==> config.mk <==
export PLATFORM = sky130hd
export DESIGN_NAME = vxe_pipe_sink
export DESIGN_NICKNAME = d
export VERILOG_FILES = /design/src/rtl/vxe_pipe_pkg.sv /design/src/rtl/vxe_pipe_sink_mem.sv /design/src/rtl/vxe_pipe_sink.sv
export SDC_FILE = /design/constraint.sdc
export NUM_CORES = 1
export LEC_CHECK = 0
export CAP_MARGIN = 20
export CORE_MARGIN = 2
export CORE_UTILIZATION = 59
export CTS_CLUSTER_DIAMETER = 200
export CTS_CLUSTER_SIZE = 16
export DETAILED_ROUTE_END_ITERATION = 8
export GPL_TIMING_DRIVEN = 0
export MAX_ROUTING_LAYER = met4
export PLACE_DENSITY_LB_ADDON = 0.12
export SLEW_MARGIN = 20
export SYNTH_ARGS = -nofsm -noshare
export SYNTH_HDL_FRONTEND = slang
export SYNTH_HIERARCHICAL = 1
export SYNTH_SLANG_ARGS = --single-unit
==> constraint.sdc <==
create_clock -name clk -period 5.63 [get_ports clk]
set_input_delay 1.689 -clock clk [delete_from_list [all_inputs] [get_ports clk]]
set_output_delay 1.689 -clock clk [all_outputs]
set_load 0.02 [all_outputs]
==> src/rtl/vxe_pipe_pkg.sv <==
// Shared definitions for the vxe_pipe family: log2 helper, default sizes and
// the pointer/credit width used by the receive buffer.
package vxe_pipe_pkg;

    localparam int DEF_DATA_WIDTH = 32;
    localparam int DEF_DEPTH      = 8;

    function automatic int clog2(input int value);
        int r;
        int v;
        r = 0;
        v = value - 1;
        while (v > 0) begin
            r++;
            v = v >> 1;
        end
        return r;
    endfunction

    // One extra bit distinguishes full from empty and lets credits reach DEPTH.
    function automatic int ptr_w(input int depth);
        return clog2(depth) + 1;
    endfunction

endpackage

==> src/rtl/vxe_pipe_sink_mem.sv <==
// Receive-buffer storage: DEPTH x DATA_WIDTH register array,
// synchronous write, asynchronous read, no reset on the contents.
module vxe_pipe_sink_mem
    import vxe_pipe_pkg::*;
#(
    parameter int DATA_WIDTH = DEF_DATA_WIDTH,
    parameter int DEPTH      = DEF_DEPTH
) (
    input  logic                     clk,
    input  logic                     we,
    input  logic [clog2(DEPTH)-1:0]  waddr,
    input  logic [DATA_WIDTH-1:0]    wdata,
    input  logic [clog2(DEPTH)-1:0]  raddr,
    output logic [DATA_WIDTH-1:0]    rdata
);

    logic [DATA_WIDTH-1:0] mem [DEPTH];

    always_ff @(posedge clk) begin
        if (we)
            mem[waddr] <= wdata;
    end

    assign rdata = mem[raddr];

endmodule

==> src/rtl/vxe_pipe_sink.sv <==
// Credit-managed receive buffer turning the fixed-latency vxe_pipe output into
// a valid/ready stream. Optional sticky error flag: VXE_PIPE_SINK_ERR_CHECK_EN.
module vxe_pipe_sink
    import vxe_pipe_pkg::*;
#(
    parameter int DATA_WIDTH = DEF_DATA_WIDTH,
    parameter int DEPTH      = DEF_DEPTH
) (
    input  logic                  clk,
    input  logic                  nrst,
    input  logic                  issue,
    output logic                  crd_ok,
    input  logic                  in_valid,
    input  logic [DATA_WIDTH-1:0] in_data,
    output logic                  out_valid,
    output logic [DATA_WIDTH-1:0] out_data,
    input  logic                  out_rdy,
    output logic                  err
);

    localparam int AW = clog2(DEPTH);
    localparam int PW = ptr_w(DEPTH);

    logic [PW-1:0] wr_ptr;
    logic [PW-1:0] rd_ptr;
    logic [PW-1:0] crd;
    logic          empty;
    logic          full;
    logic          push;
    logic          pop;

    // Saturating credit update; a simultaneous issue and pop cancel out.
    function automatic logic [PW-1:0] crd_next(input logic [PW-1:0] c,
                                               input logic iss,
                                               input logic pp);
        if (iss && !pp)
            return (c == '0) ? c : c - PW'(1);
        else if (pp && !iss)
            return c + PW'(1);
        return c;
    endfunction

    assign empty     = (wr_ptr == rd_ptr);
    assign full      = (wr_ptr[AW] != rd_ptr[AW]) &&
                       (wr_ptr[AW-1:0] == rd_ptr[AW-1:0]);
    assign out_valid = !empty;
    assign pop       = out_valid && out_rdy;
    // The slot freed by a pop is reusable in the same cycle, even when full.
    assign push      = in_valid && (!full || pop);
    assign crd_ok    = (crd != '0);

    always_ff @(posedge clk or negedge nrst) begin
        if (!nrst) begin
            wr_ptr <= '0;
            rd_ptr <= '0;
            crd    <= PW'(DEPTH);
        end else begin
            if (push)
                wr_ptr <= wr_ptr + PW'(1);
            if (pop)
                rd_ptr <= rd_ptr + PW'(1);
            crd <= crd_next(crd, issue, pop);
        end
    end

`ifdef VXE_PIPE_SINK_ERR_CHECK_EN
    always_ff @(posedge clk or negedge nrst) begin
        if (!nrst)
            err <= 1'b0;
        else if ((in_valid && full && !pop) || (issue && crd == '0))
            err <= 1'b1;
    end
`else
    assign err = 1'b0;
`endif

    vxe_pipe_sink_mem #(
        .DATA_WIDTH (DATA_WIDTH),
        .DEPTH      (DEPTH)
    ) u_mem (
        .clk   (clk),
        .we    (push),
        .waddr (wr_ptr[AW-1:0]),
        .wdata (in_data),
        .raddr (rd_ptr[AW-1:0]),
        .rdata (out_data)
    );

endmodule

==> impl_metrics.json <==
{
  "worst-r2r-setup-slack_ns": 2.63,
  "routabilityCongestion": 0.732,
  "syn_avg_cell_area_um2": 23.2,
  "antenna_found_initial": 0,
  "maxSlewViolCount": 0,
  "final-setup-viol-count": 0,
  "drt-total-wl_um": 18900,
  "ctsRootBufferMaster": "clkbuf_16",
  "setup_repair_after_global_routing_missed_its_margin": "false",
  "fmax_mhz": 216,
  "drt_first_iter_violations": 249,
  "hpwl_um": 11700,
  "die_height_um": 138,
  "worst-setup-path-type": "register to output pin",
  "antenna_violating_nets_remaining": 0,
  "rr_startpoint": "wr_ptr[1]$_DFFE_PN0P_",
  "rows": 49,
  "die_area_um2": 19100,
  "seq_area_frac_synth": 0.751,
  "total_overflow_reported_by_the_global_router": 0,
  "fin_skew_ns": 0.00743,
  "die_width_um": 138,
  "cp_data_arrival_time_ns": 2.94,
  "mapped_cell_area_um2": 10600,
  "final_count_of_hold_timing_violations": 0,
  "cp-end-kind": "output pin",
  "cts_buffer_depth": 3,
  "layout_overhead_on_the_synthesized_area_pct": 17.6,
  "wl_per_cell_um": 23.7,
  "n_fill_cell": 1069,
  "core-area_um2": 17800,
  "cts_tree": "yes",
  "effective_utilization_at_floorplan": 0.596,
  "synth_cell_types": 33,
  "grt_use_total": 0.211,
  "post_route_cells_drive_above_1_share": 0.219,
  "grt_pass1_vias": 5031,
  "layout_worst_path_cycle_share": 0.822,
  "avgViaCountPerCell": 5.96,
  "slew-limit-headroom": 0.477,
  "reg2regPathDepth": 7,
  "clkLatencyLatePin_ns": 0.49,
  "worstHoldEndpoint": "wr_ptr[3]$_DFFE_PN0P_",
  "htree_levels": 1,
  "synthCells": 459,
  "drt_pre_antenna_iters": 4,
  "whs_ns": 0.533,
  "largest_driver_fanout_on_the_critical_path": 10,
  "run_status": "completed",
  "finish.net_count": 608,
  "clkTransAtPathRegs_ns": 0.07,
  "power_per_cell_area_nw_per_um2": 515,
  "synth_edf_count": 256,
  "cts_repair_resize_count": 0,
  "dp.cells": 773,
  "number_of_design_rule_violations_left_after_detail_routing": 0,
  "cts_buffers": 20,
  "ys.warnings.count": 6,
  "synth_top_flop_cell": "edfxtp_1",
  "clock_sinks": 268,
  "pin_count": 72,
  "timing.hold.worst_path_depth": 1,
  "final_cell_mix": "edfxtp_1, clkdlybuf4s50_1, mux4_1, mux2_2, mux4_2",
  "final_common_cell": "edfxtp_1",
  "finalSetupTns_ns": 0,
  "num_antenna_cells": 0,
  "cts.repair_timing.setup_buffer_count": 0,
  "post_synthesis_register_bit_count": 268,
  "hold_path_startpoint": "wr_ptr[3]$_DFFE_PN0P_",
  "worst_voltage_drop_across_the_vdd_grid_v": 0.000356,
  "post_layout_cell_count": 801,
  "post_cts_hold_buffer_count": 0,
  "grt_start_max_net_pins": 21,
  "synth_async_sr_flop_share": 0.0448,
  "port_buffers": 69,
  "worstHoldPathType": "register to register",
  "critical_path.startpoint_type": "register",
  "grt_first_pass_wirelength_um": 29400,
  "max_slew.worst_pin.slew_ns": 0.785,
  "number_of_nets_in_the_synthesized_netlist": 501,
  "p_leak_uw": 0.00418,
  "maxCapViolCount": 0,
  "rr_endpoint": "u_mem/mem[0][22]$_DFFE_PP_",
  "period_minus_slack_ns": 4.63,
  "overall_via_count_from_detail_route": 4772,
  "timing.critical_path.required_ns": 3.94
}
[Yosys cell counts (4+ instances only)]
master	instances	area [um^2]
mux4_1	40	1050
ha_1	4	50.1
inv_1	8	30.0
mux2i_1	6	60.1
dfrtp_1	11	275
nand2_1	4	15.0
nor2_1	12	45.0
buf_2	6	30.0
mux4_2	24	541
buf_1	4	15.0
xor2_1	10	87.6
buf_6	9	101
edfxtp_1	256	7690
mux2_2	36	405
[report_power, final]
group	total [uW]	leakage [uW]	internal [uW]	switching, uW
clock	1320	0.000280	721	603
sequential	2650	0.00246	2530	119
combinational	2470	0.00144	1240	1230
[area by class of cell]
| cell class | instances | area, um^2 | share of cell area |
|---|---|---|---|
| Sequential cell | 268 | 7990 | 0.639 |
| Multi-Input combinational cell | 162 | 2510 | 0.201 |
| Timing Repair Buffer | 85 | 947 | 0.0758 |
| Clock buffer | 27 | 548 | 0.0438 |
| Tap cell | 229 | 287 | 0.0229 |
| Buffer | 21 | 158 | 0.0126 |
| Clock inverter | 1 | 30.0 | 0.00240 |
| Inverter | 8 | 30.0 | 0.00240 |
[through the flow]
| step | utilization | setup WS [ns] | cell area [um^2] | power, uW |
|---|---|---|---|---|
| floorplan | - | 0.775 | 10600 | 4230 |
| global placement | 0.651 | -1.99 | 11600 | 5040 |
| detailed placement | 0.668 | 1.32 | 11900 | 5190 |
| CTS | 0.701 | 0.928 | 12500 | 6520 |
| global route | 0.701 | 0.846 | 12500 | 6740 |
| finish | 0.701 | 1.00 | 12500 | 6440 |
[routing by layer]
| metal | global-route usage | vias to the layer above | share of wire |
|---|---|---|---|
| li1 | - | 2144 | - |
| met1 | 0.284 | 2471 | 0.41 |
| met2 | 0.351 | 130 | 0.51 |
| met3 | 0.0315 | 27 | 0.055 |
| met4 | 0.0446 | 0 | 0.016 |
| met5 | - | - | 0 |
[worst max-delay path by stage]
stage	slack, ns	from	endpoint
CTS	0.93	rd_ptr[2]$_DFFE_PN0P_	out_data[28]
global placement	-1.99	out_rdy	u_mem/mem[4][17]$_DFFE_PP_
global route	0.85	rd_ptr[2]$_DFFE_PN0P_	out_data[28]
floorplan	0.78	out_rdy	u_mem/mem[0][0]$_DFFE_PP_
detailed placement	1.32	out_rdy	u_mem/mem[0][13]$_DFFE_PP_
finish	1.00	rd_ptr[2]$_DFFE_PN0P_	out_data[28]
[critical path, stage by stage (launching register included)]
cell and delay [ns]:
dfrtp_1 0.42, clkbuf_1 0.41, buf_2 0.40, mux4_2 0.37
mux2_2 0.28, clkdlybuf4s50_1 0.55
[logic make-up (layout without fill, tap and decap cells)]
logic type,Yosys count,in the layout,synth area share
flops,268,268,0.751
mux,106,106,0.193
simple gates,29,29,0.0129
buf+inv,29,142,0.0176
xor+xnor,13,13,0.0107
compound gates,8,8,0.00706
fa+ha+maj,5,5,0.00659
other cells,1,1,0.000353
[registers in the layout, indices dropped and copies added (netlist names)]
register / count
crd: 4
rd_ptr: 4
u_mem/mem: 256
wr_ptr: 4
(Power assumes the default switching activity.)
